### config.mk
export PLATFORM = sky130hd
export DESIGN_NAME = n_to_one_stream_mux
export DESIGN_NICKNAME = d
export VERILOG_FILES = /design/src/rtl/n_to_one_stream_mux.sv
export SDC_FILE = /design/constraint.sdc
export NUM_CORES = 1
export LEC_CHECK = 0
export CORE_MARGIN = 10
export CORE_UTILIZATION = 31
export CTS_CLUSTER_SIZE = 25
export DETAILED_ROUTE_END_ITERATION = 10
export GPL_TIMING_DRIVEN = 0
export PLACE_DENSITY = 0.76
export SLEW_MARGIN = 20
export SYNTH_ARGS = -nofsm -noshare
export SYNTH_HDL_FRONTEND = slang
export SYNTH_SLANG_ARGS = --single-unit
### constraint.sdc
create_clock -name Clk -period 1.4 [get_ports Clk]
set_clock_uncertainty 0.15 [all_clocks]
set_input_delay 0.35 -clock Clk [delete_from_list [all_inputs] [get_ports Clk]]
set_output_delay 0.35 -clock Clk [all_outputs]
set_load 0.03 [all_outputs]
### src/rtl/n_to_one_stream_mux.sv
// N-to-1 valid/ready stream multiplexer with a one-word registered output stage.
// MODE=0 steers from Select_Line; MODE=1 arbitrates round-robin across valid channels.
module n_to_one_stream_mux #(
    parameter int WIDTH    = 8,
    parameter int CHANNELS = 4,
    parameter int MODE     = 0
) (
    input  logic                        Clk,
    input  logic                        Reset_n,
    input  logic [CHANNELS*WIDTH-1:0]   In_Data,
    input  logic [CHANNELS-1:0]         In_Valid,
    output logic [CHANNELS-1:0]         In_Ready,
    input  logic [$clog2(CHANNELS)-1:0] Select_Line,
    output logic [WIDTH-1:0]            Out_Data,
    output logic                        Out_Valid,
    input  logic                        Out_Ready,
    output logic [$clog2(CHANNELS)-1:0] Out_Channel
);

    localparam int SEL_W = $clog2(CHANNELS);

    logic [SEL_W-1:0] rr_ptr;
    logic [SEL_W-1:0] grant;
    logic             grant_valid;
    logic             can_load;
    logic             in_xfer;
    logic [WIDTH-1:0] grant_data;
    logic [SEL_W-1:0] idx;

    assign can_load = ~Out_Valid | Out_Ready;
    assign in_xfer  = can_load & grant_valid & Reset_n;

    // NOTE: every signal written here gets a default first so no path leaves it unassigned (no latch).
    always_comb begin
        grant       = '0;
        grant_valid = 1'b0;
        idx         = '0;
        if (MODE == 0) begin
            grant = Select_Line;
            if (int'(Select_Line) < CHANNELS) grant_valid = In_Valid[Select_Line];
        end else begin
            // Walk the search order backwards so the first valid channel from rr_ptr wins last.
            for (int i = CHANNELS - 1; i >= 0; i--) begin
                idx = SEL_W'((int'(rr_ptr) + i) % CHANNELS);
                if (In_Valid[idx]) begin
                    grant       = idx;
                    grant_valid = 1'b1;
                end
            end
        end
    end

    always_comb begin
        grant_data = '0;
        In_Ready   = '0;
        for (int k = 0; k < CHANNELS; k++) begin
            if (grant == SEL_W'(k)) begin
                grant_data  = In_Data[k*WIDTH +: WIDTH];
                In_Ready[k] = can_load & grant_valid & Reset_n;
            end
        end
    end

    // NOTE: state registers use non-blocking assignments so all of them update together at the edge.
    // NOTE: reset clears every output-stage register, so a held word is discarded rather than delivered.
    always_ff @(posedge Clk or negedge Reset_n) begin
        if (!Reset_n) begin
            Out_Valid   <= 1'b0;
            Out_Data    <= '0;
            Out_Channel <= '0;
            rr_ptr      <= '0;
        end else if (in_xfer) begin
            Out_Valid   <= 1'b1;
            Out_Data    <= grant_data;
            Out_Channel <= grant;
            if (MODE != 0) rr_ptr <= (grant == SEL_W'(CHANNELS - 1)) ? '0 : grant + 1'b1;
        end else if (Out_Ready) begin
            Out_Valid <= 1'b0;
        end
    end

endmodule
After elaboration in Yosys (flattened, before gate mapping)
Cells that the tools add are included.
{"block": "word_totals", "reg_bits": 11, "wordCells": 25, "output_inout_bits": 15}
{"block": "classes", "n_bitwise": 4, "muxes": 12, "magnitude_cmp": 1, "reduce_logical": 2, "n_eq_ne": 3}
{"operator": "$mux W8", "n": 4}
{"operator": "$mux W1", "n": 7}
{"operator": "$eq A2 B2 Y1 const B", "n": 2}
{"operator": "$lt A2 B3 Y1 const B", "n": 1}
{"operator": "$and A1 B1 Y1", "n": 2}
{"operator": "$bmux W1 S2", "n": 1}
{"operator": "$eq A2 B1 Y1 const B", "n": 1}
{"operator": "$logic_not A2 Y1", "n": 1}
{"operator": "$reduce_bool A2 Y1", "n": 1}
{"operator": "$not A1 Y1", "n": 1}
{"operator": "$or A1 B1 Y1", "n": 1}

Depth between registers and ports, before layout
{"block": "logic_depth", "word_depth": 5, "mapped_depth": 5}

Worst setup path before layout
Ideal clock, no wire load.
{"block": "synth_timing", "kind": "register -> output", "startpoint": "register Out_Valid", "endpoint": "output port In_Ready[0]", "t_arrival_ns": 1.882, "t_required_ns": 0.900, "stages_incl_launch_ff": 4, "slack_ns": -0.982, "path_cell_list": "dfrtp_1 > nand2b_1 > nand2_1 > nor4b_1"}
{"block": "synth_via", "elab_chain_len": 5}
{"item": "from (decl)", "line": "15", "source": "output logic Out_Valid,"}
{"item": "from (signal assigned)", "line": "68", "source": "Out_Valid <= 1'b0;"}
{"item": "from (signal assigned)", "line": "73", "source": "Out_Valid <= 1'b1;"}
{"item": "from (signal assigned)", "line": "78", "source": "Out_Valid <= 1'b0;"}
{"item": "$not A1 Y1", "line": "30", "source": "assign can_load = ~Out_Valid | Out_Ready;"}
{"item": "$or A1 B1 Y1", "line": "30"}
{"item": "$and A1 B1 Y1 (2 in a row)", "line": "59", "source": "In_Ready[k] = can_load & grant_valid & Reset_n;"}
{"item": "$mux W1", "line": "57", "source": "if (grant == SEL_W'(k)) begin"}
{"item": "to (decl)", "line": "12", "source": "output logic [CHANNELS-1:0] In_Ready,"}
No other way between the ends.

Worst setup path in the final report
{"block": "layout_timing", "startpoint": "register Out_Valid", "endpoint": "output port In_Ready[1]"}
The elaborated chain is that of the path after synthesis.

==> run_results.csv <==
group,metric,value,unit
status,outcome,"finished, violations left",
status,violations,"setup timing",
worst_hold_path,class_of_the_tightest_hold_or_removal_check,"input pin to flop",
route,avgRoutedWirePerCell,19.64,um
critical_path,critPathCaptureType,"output port",
global_route,overflow_after_grt,0,
finish,fin_nets,157,
logic_synthesis,synth_nets,90,
die,fp.dieW,69.38,um
power_and_ir_drop,netSwitchingPower,505.1,uW
power_and_ir_drop,pwr-share-comb,50.4,%
critical_path,cpLargestDelayFamily,"flip-flops",
power_and_ir_drop,power_report.internal_total,841.6,uW
logic_synthesis,top_cell_type_by_total_area_after_synthesis,"sky130_fd_sc_hd__dfrtp_1",
clock_network,clock-root-buffer,"sky130_fd_sc_hd__clkbuf_4",
route,drtPass1Iterations,2,
global_route,grt_pass1_vias,935,
sta,achievable_freq,563.3,MHz
sta,setup_slack,-0.3752,ns
place,io_buffer_count,54,
die,die-area,4813,sq um
die,start_util,33.21,%
place,gpl.final_weighted_congestion,0.6467,
die,std_cell_rows,17,
clock_network,tritoncts,"yes",
logic_synthesis,synth_seq_cells,11,
global_route,grt_antenna_before_repair,0,
die,die_height,69.38,um
critical_path,worstSetupStartpointType,"flop",
critical_path,worst-endpoint-arrival,1.28,ns
global_route,grt_pass1_wl,4.664,mm
critical_path,cp_slowest_cell,"sky130_fd_sc_hd__dfrtp_2",
route,vias,723,
clock_network,clock_tree.buffer_depth,2,
logic_synthesis,mapped_avg_cell_area,15.42,sq um
clock_network,cts_max_level,1,
flow_run,timing.max_cap.violations,0,
sta,timing.final.setup_violations,13,
finish,layout.cells.most_common_list,"sky130_fd_sc_hd__dlygate4sd2_1, sky130_fd_sc_hd__clkdlybuf4s50_1, sky130_fd_sc_hd__buf_2, sky130_fd_sc_hd__dfrtp_1",
logic_synthesis,mappedNetlistArea,755.7,sq um
sta,post_route_clock_period_utilization,126.8,%
logic_synthesis,netlist_cell_types,17,
sta,timing_hold_violations_final,0,
route,drt_first_iter_violations,31,
route,drt-total-wl,2.809,mm
route,drc_markers,0,
critical_path,crit_chain,"nand2b_4 > nand2_4 > buf_4 > nor3_4 > buf_6",
logic_synthesis,synth.area.top_cells,"sky130_fd_sc_hd__dfrtp_1, sky130_fd_sc_hd__mux4_1, sky130_fd_sc_hd__mux2_2",
die,io_pins,56,
place,worst_slack_at_placement,-1.623,ns
finish,diodes,0,
logic_synthesis,syn_inst,49,
power_and_ir_drop,power.switching_fraction,37.51,%
finish,layout-drive-gt1-share,57.39,%
critical_path,cpPeakStageDelay,0.43,ns
critical_path,critPathMaxFanout,4,
global_route,globalRouteTotalUtil,11.75,%
critical_path,cp.required,0.90,ns
clock_network,path_clk_slew,0.07,ns
logic_synthesis,synth.yosys.warnings,0,
global_route,grt_start_max_net_pins,12,
critical_path,worstSetupPathType,"flop to output port",
power_and_ir_drop,cellPowerDensity,913.7,nW/um^2
sta,actual_slew_at_the_worst_max_slew_pin,0.5275,ns
clock_network,total_cts_buffers,3,
power_and_ir_drop,p_leak,0.0006880,uW
sta,post-route-min-period,1.775,ns
sta,timing.max_slew.rel_slack,64.72,%
die,core_area,2276,sq um
finish,fillCellCount,191,
logic_synthesis,netlist.area_leader.share,36.42,%
power_and_ir_drop,worst_ir_drop_vdd,0.0005572,V
power_and_ir_drop,clkPwrFrac,16.7,%
clock_network,clock-sinks,11,
finish,area_growth_syn_to_layout,95.03,%
critical_path,timing.critical_path.buf_inv,2,
sta,finalHoldWorstSlack,0.2595,ns
route,routed_via_density,5.056,
place,dpl.hpwl,2.112,mm
sta,grt_setup_unrepaired,"true",
route,drtAntennaViolNets,0,
logic_synthesis,synth_seq_area_share,36.42,%
sta,finalMaxSlewViolations,0,
clock_network,clkLatencyLatePin,0.26,ns
finish,mostFrequentLayoutCell,"sky130_fd_sc_hd__dlygate4sd2_1",
power_and_ir_drop,power.share.sequential,33.0,%
## metal layers
metal | global-route usage, % | vias up | wire [um]
met1 | 13.43 | 348 | 1155
met4 | 3.991 | 0 | 0
li1 | - | 333 | -
met2 | 19.35 | 42 | 1399
met5 | 0 | - | 0
met3 | 4.565 | 0 | 253
## metrics by stage
stage | utilization [%] | instance area [sq um] | instances | total power (uW) | TNS, ns
3_5_place_dp | 64.49 | 1468 | 131 | 1194 | -20.05
3_3_place_gp | 64.49 | 1468 | 131 | 1178 | -19.14
6_report | 64.76 | 1474 | 143 | 1347 | -1.914
4_1_cts | 63.77 | 1451 | 142 | 1357 | -2.027
5_1_grt | 64.76 | 1474 | 143 | 1435 | -2.326
2_1_floorplan | - | 892.1 | 49 | 858.7 | -3.480
## Yosys cell counts (all sizes together)
cell / count
nand3: 3
nor3: 1
mux4: 9
mux2: 11
nor3b: 1
nor2: 1
nand2b: 1
buf: 2
a22o: 1
dfrtp: 11
nor4b: 1
clkbuf: 1
nand2: 5
a31o: 1
## cell families (layout without fill, tap and decap cells)
kind of cell    after synthesis  in the layout  synth area share [%]
simple gates                 13             14                 10.27
mux                          20             20                 47.19
buf+inv                       3             68                 3.807
compound gates                2              2                 2.318
flops                        11             11                 36.42
## flip-flops by register name (all words and copies together) (netlist names)
name,flops
Out_Data,8
Out_Channel,2
Out_Valid,1
## final cells by class
cell class	count	area [sq um]	area share [%]
multi-input cells	36	553.0	37.52
clock inverters	1	5.005	0.3396
flip-flops and latches	11	276.5	18.76
clock buffers	3	22.52	1.528
repair buffers	61	525.5	35.65
plain buffers	3	56.30	3.820
well taps	28	35.03	2.377
## power groups by stage
| stage | sequential (uW) | clock (uW) | combinational [uW] |
|---|---|---|---|
| 2_1_floorplan | 612 | 0 | 247 |
| 3_3_place_gp | 450 | 0 | 728 |
| 3_5_place_dp | 452 | 0 | 742 |
| 4_1_cts | 446 | 230 | 681 |
| 5_1_grt | 458 | 255 | 723 |
| 6_report | 444 | 225 | 678 |
## path summary, 6_finish.rpt
kind / cells past startpoint / slack [ns] / endpoint / start
max: 5 / -0.38 / In_Ready[1] / Out_Valid
min: 3 / 0.26 / Out_Valid / Reset_n
max reg2reg: 4 / 0 / Out_Data[6] / Out_Valid
min reg2reg: 1 / 0.36 / Out_Channel[0] / Out_Channel[0]
max in group asynchronous: 2 / 0.15 / Out_Valid / Reset_n
min in group asynchronous: 2 / 0.55 / Out_Data[5] / Reset_n
## worst min-delay path: cells and delay by family
family / cells / cell delay, ns
and+or+nand+nor: 2 / 0.12
buffers and inverters: 1 / 0.17
## timing repair
| action | 4_1_cts | 5_1_grt |
|---|---|---|
| resized for setup | 143 | 4 |
| gates cloned | 1 | 0 |
| hold endpoints to repair | 11 | 0 |
| hold buffers | 1 | 0 |
| endpoints found under the setup margin | 26 | 15 |
| pin swaps | 6 | 4 |
| buffers inserted | 5 | 1 |
Power figures use the tool's default switching activity.
==> RTL change 1 (same flow settings) <==
The parameter `MODE` goes from 0 to 1. Comments in the files are not updated.
--- a/src/rtl/n_to_one_stream_mux.sv
+++ b/src/rtl/n_to_one_stream_mux.sv
@@ -4,5 +4,5 @@
     parameter int WIDTH    = 8,
     parameter int CHANNELS = 4,
-    parameter int MODE     = 0
+    parameter int MODE     = 1
 ) (
     input  logic                        Clk,
Function: changed (Yosys sat finds a counterexample within 4 cycles, from zero or initial values and one cycle with Reset_n low).
==> RTL change 1 against the unedited design <==
- the run still ends with setup timing left
- power up 97%
- global-route usage up 1.4 points
- core utilization down 2.3 points
- synthesized cell count up 140%
- fmax down 28%
- setup slack worse by 0.68 ns
- sequential power up 37%
- combinational power rose to 2.7 times the old value
- area after synthesis up 29%
- wire length up 46%
- cell area up 28%
- sequential cell count up 2
- critical path type unchanged
- highest routed layer is now met4
==> RTL change 1: results (changes against the unedited design) <==
status: "finished, violations left"
violations: "setup timing"
setup_viol: 16  # +3
cp.arrival_ns: 1.95  # +0.67 ns
setup_ws_ns: -1.06  # -0.680 ns
placement.io_buffers: 53  # -1.9%
reg2reg_depth: 10  # +6
ir_drop_mv: 0.564  # +1.2%
vias_per_cell: 5.21  # +3.1%
place.gp.congestion: 0.916  # +42%
grt_max_degree: 14  # +2
drt_wl_total_um: 4090  # +46%
wl_per_cell_um: 17.4  # -11%
critical_path.max_fanout: 6  # +2
finalNetCount: 237  # +51%
leakagePower_nw: 0.815  # +19%
dp_hpwl_um: 2840  # +35%
grt_pass1_vias: 1295  # +39%
yosysSeqAreaShare: 0.333  # -0.0313
layout-drive-gt1-share: 0.382  # -0.192
syn-num-nets: 163  # +81%
grt_first_pass_wirelength_um: 6490  # +39%
yosysTopAreaCellShare: 0.333  # -0.0313
synth.distinct_cells: 28  # +11
synth_area_um2: 977  # +29%
reg_top3: "Out_Data x8, Out_Channel x2, rr_ptr x2"
grt_usage: 0.132  # +0.0142
max_slew.worst_pin.slew_ns: 0.606  # +0.0787 ns
drtIter0Drc: 77  # +150%
-- RTL change 1: changes by cell type after synthesis, sizes merged, moves of 6 or more --
cell / unedited run / this run
a21oi: 0 / 18
a221o: 0 / 8
a31oi: 0 / 9
inv: 0 / 10
mux2: 11 / 0
mux4: 9 / 0
nand2: 5 / 11
nand3b: 0 / 8
-- RTL change 1: cells by family (layout without fill, tap and decap cells) --
group / after synthesis / in the layout / share of synthesized area
compound gates: 45 / 45 / 0.312
fa+ha+maj: 4 / 4 / 0.0512
buf+inv: 21 / 94 / 0.0986
flops: 13 / 13 / 0.333
mux: 1 / 1 / 0.0102
simple gates: 34 / 34 / 0.195
-- RTL change 1: final cells by class --
cell class	count	area (um^2)
fill	255	1140
multi-input combinational	84	694
timing repair buffer	71	629
sequential	13	328
buffer	9	120
tap	44	55.1
inverter	10	37.5
clock buffer	4	26.3
-- RTL change 1: report_power, final --
| group | total [mW] | switching [mW] | internal, mW |
|---|---|---|---|
| clock | 0.234 | 0.124 | 0.110 |
| sequential | 0.607 | 0.0973 | 0.509 |
| combinational | 1.81 | 0.916 | 0.890 |
-- RTL change 1: worst paths after layout --
path	endpoint	slack [ns]	startpoint
setup / recovery	In_Ready[3]	-1.06	rr_ptr[1]
hold reg to reg	Out_Data[2]	0.41	Out_Data[2]
hold / removal	Out_Channel[1]	0.40	In_Valid[0]
min in group asynchronous	Out_Valid	0.48	Reset_n
max in group asynchronous	rr_ptr[0]	0.19	Reset_n
setup reg to reg	Out_Data[6]	-0.99	rr_ptr[1]
-- RTL change 1: timing repair --
item | 4_1_cts | 5_1_grt
setup buffers | 14 | 4
endpoints found under the hold margin | 13 | 0
pin swaps | 17 | 7
hold buffers | 1 | 0
setup endpoints to repair | 28 | 17
gates resized for setup | 128 | 15
gates cloned | 1 | 0
-- RTL change 1: per-layer routing --
metal,routed length (um),track usage,vias up
li1,-,-,575
met4,60,0.0446,0
met5,0,0,-
met2,1950,0.213,65
met3,367,0.0377,6
met1,1720,0.163,579
-- RTL change 1: stage by stage --
stage | util | setup TNS, ns | power, mW | cell area (um^2)
floorplan | - | -7.12 | 1.60 | 1080
global route | 0.624 | -12.51 | 2.80 | 1890
finish | 0.624 | -11.67 | 2.65 | 1890
CTS | 0.608 | -10.82 | 2.55 | 1840
global placement | 0.549 | -21.74 | 2.12 | 1660
detailed placement | 0.549 | -22.46 | 2.15 | 1660
-- RTL change 1: critical path: stages, from the launching register on --
cell       delay, ns
dfrtp_2         0.46
nand2b_4        0.15
a21o_1          0.22
and2_4          0.17
ha_4            0.15
clkbuf_8        0.13
clkbuf_16       0.13
and3_4          0.14
buf_6           0.13
==> RTL change 2 (config.mk and constraints unchanged) <==
Made on the original files. Make the reset (`Reset_n`) synchronous in one clocked block.
--- a/src/rtl/n_to_one_stream_mux.sv
+++ b/src/rtl/n_to_one_stream_mux.sv
@@ -64,5 +64,5 @@
     // NOTE: state registers use non-blocking assignments so all of them update together at the edge.
     // NOTE: reset clears every output-stage register, so a held word is discarded rather than delivered.
-    always_ff @(posedge Clk or negedge Reset_n) begin
+    always_ff @(posedge Clk) begin
         if (!Reset_n) begin
             Out_Valid   <= 1'b0;
Function: differs if Reset_n is asserted again (counterexample within 4 cycles, from zero or initial values and one cycle with Reset_n low); with Reset_n held inactive, the same outputs for 10 cycles.
==> RTL change 2 against the unedited design <==
- highest routed layer is now met4
- area after synthesis is 2.3% lower
- wire length up 4.4%
- cell area decreased by 3.4%
- largest power group unchanged
- the flow still finishes with violations (setup timing)
- critical path depth did not move
- critical endpoint is now In_Ready[2]
- sequential cell count did not move
- sequential power fell by 19%
- first-iteration DRC count shrank 52%
- count of clock-buffer cells in the layout grew 1
- core utilization down 1.0 points
- clock power shrank 2%
- via count increased by 16%
- power decreased by 26%
- setup slack lost 0.029 ns
==> RTL change 2: results (changes against the unedited design) <==
status: "finished, violations left"
violations: "setup timing"
hp-start: "Out_Data[2]"
grt_max_degree: 11  # -1
drtIter0Drc: 15  # -52%
use_met3: 0.0741  # +0.0284
cp_top_family: "multiplexers"
multi_input_area_um2: 484  # -12%
min_to: "Out_Data[2]"
synth_common_cells: "inv_1 (13), dfxtp_1 (11), nand2_1 (8)"
r2r_start: "Out_Valid"
syn_area_per_cell_um2: 10.1  # -34%
num-multi-input-gates: 42  # +17%
setup_ws_ns: -0.404  # -0.0292 ns
ir_drop_mv: 0.353  # -37%
synth.area.top_cells: "dfxtp_1 (30%), mux4_2 (18%), mux4_1 (11%), mux2i_1 (8.1%), inv_1 (6.6%)"
dp_cells: 154  # +18%
place.gp.congestion: 0.669  # +3.4%
grt_pass1_vias: 901  # -3.6%
whs_ns: 0.310  # +0.0500 ns
met1_usage: 0.116  # -0.0186
place_area_um2: 1390  # -5.5%
cts_resized: 107  # -25%
dp_hpwl_um: 2270  # +7.6%
fillers: 189  # -1.0%
setup_viol: 8  # -5
crit_path_top_delay_cell: "mux4_2"
wl_met2_um: 1440  # +2.7%
yosysSeqAreaShare: 0.298  # -0.0659
ys.flop_type: "dfxtp_1"
==> RTL change 2: power groups by stage <==
stage,combinational (mW),clock (mW),sequential (mW)
6_report,0.423,0.220,0.358
2_1_floorplan,0.168,0,0.426
5_1_grt,0.451,0.244,0.361
4_1_cts,0.424,0.220,0.359
3_3_place_gp,0.417,0,0.365
3_5_place_dp,0.429,0,0.367
==> RTL change 2: worst max-delay path by stage <==
stage / startpoint / endpoint / slack [ns]
2_1_floorplan: Select_Line[0] / In_Ready[2] / -0.49
3_3_place_gp: In_Valid[1] / In_Ready[3] / -1.38
3_5_place_dp: In_Valid[1] / In_Ready[3] / -1.39
4_1_cts: Select_Line[0] / In_Ready[2] / -0.52
5_1_grt: In_Valid[3] / In_Ready[3] / -0.46
6_report: Select_Line[0] / In_Ready[2] / -0.40
==> RTL change 2: cells by family after synthesis <==
kind of cell	after synthesis	share of synthesized area
buffers and inverters	20	0.124
AND/OR/NAND/NOR	18	0.125
multiplexers	15	0.371
flip-flops	11	0.298
AO/OA/AOI/OAI	9	0.0813
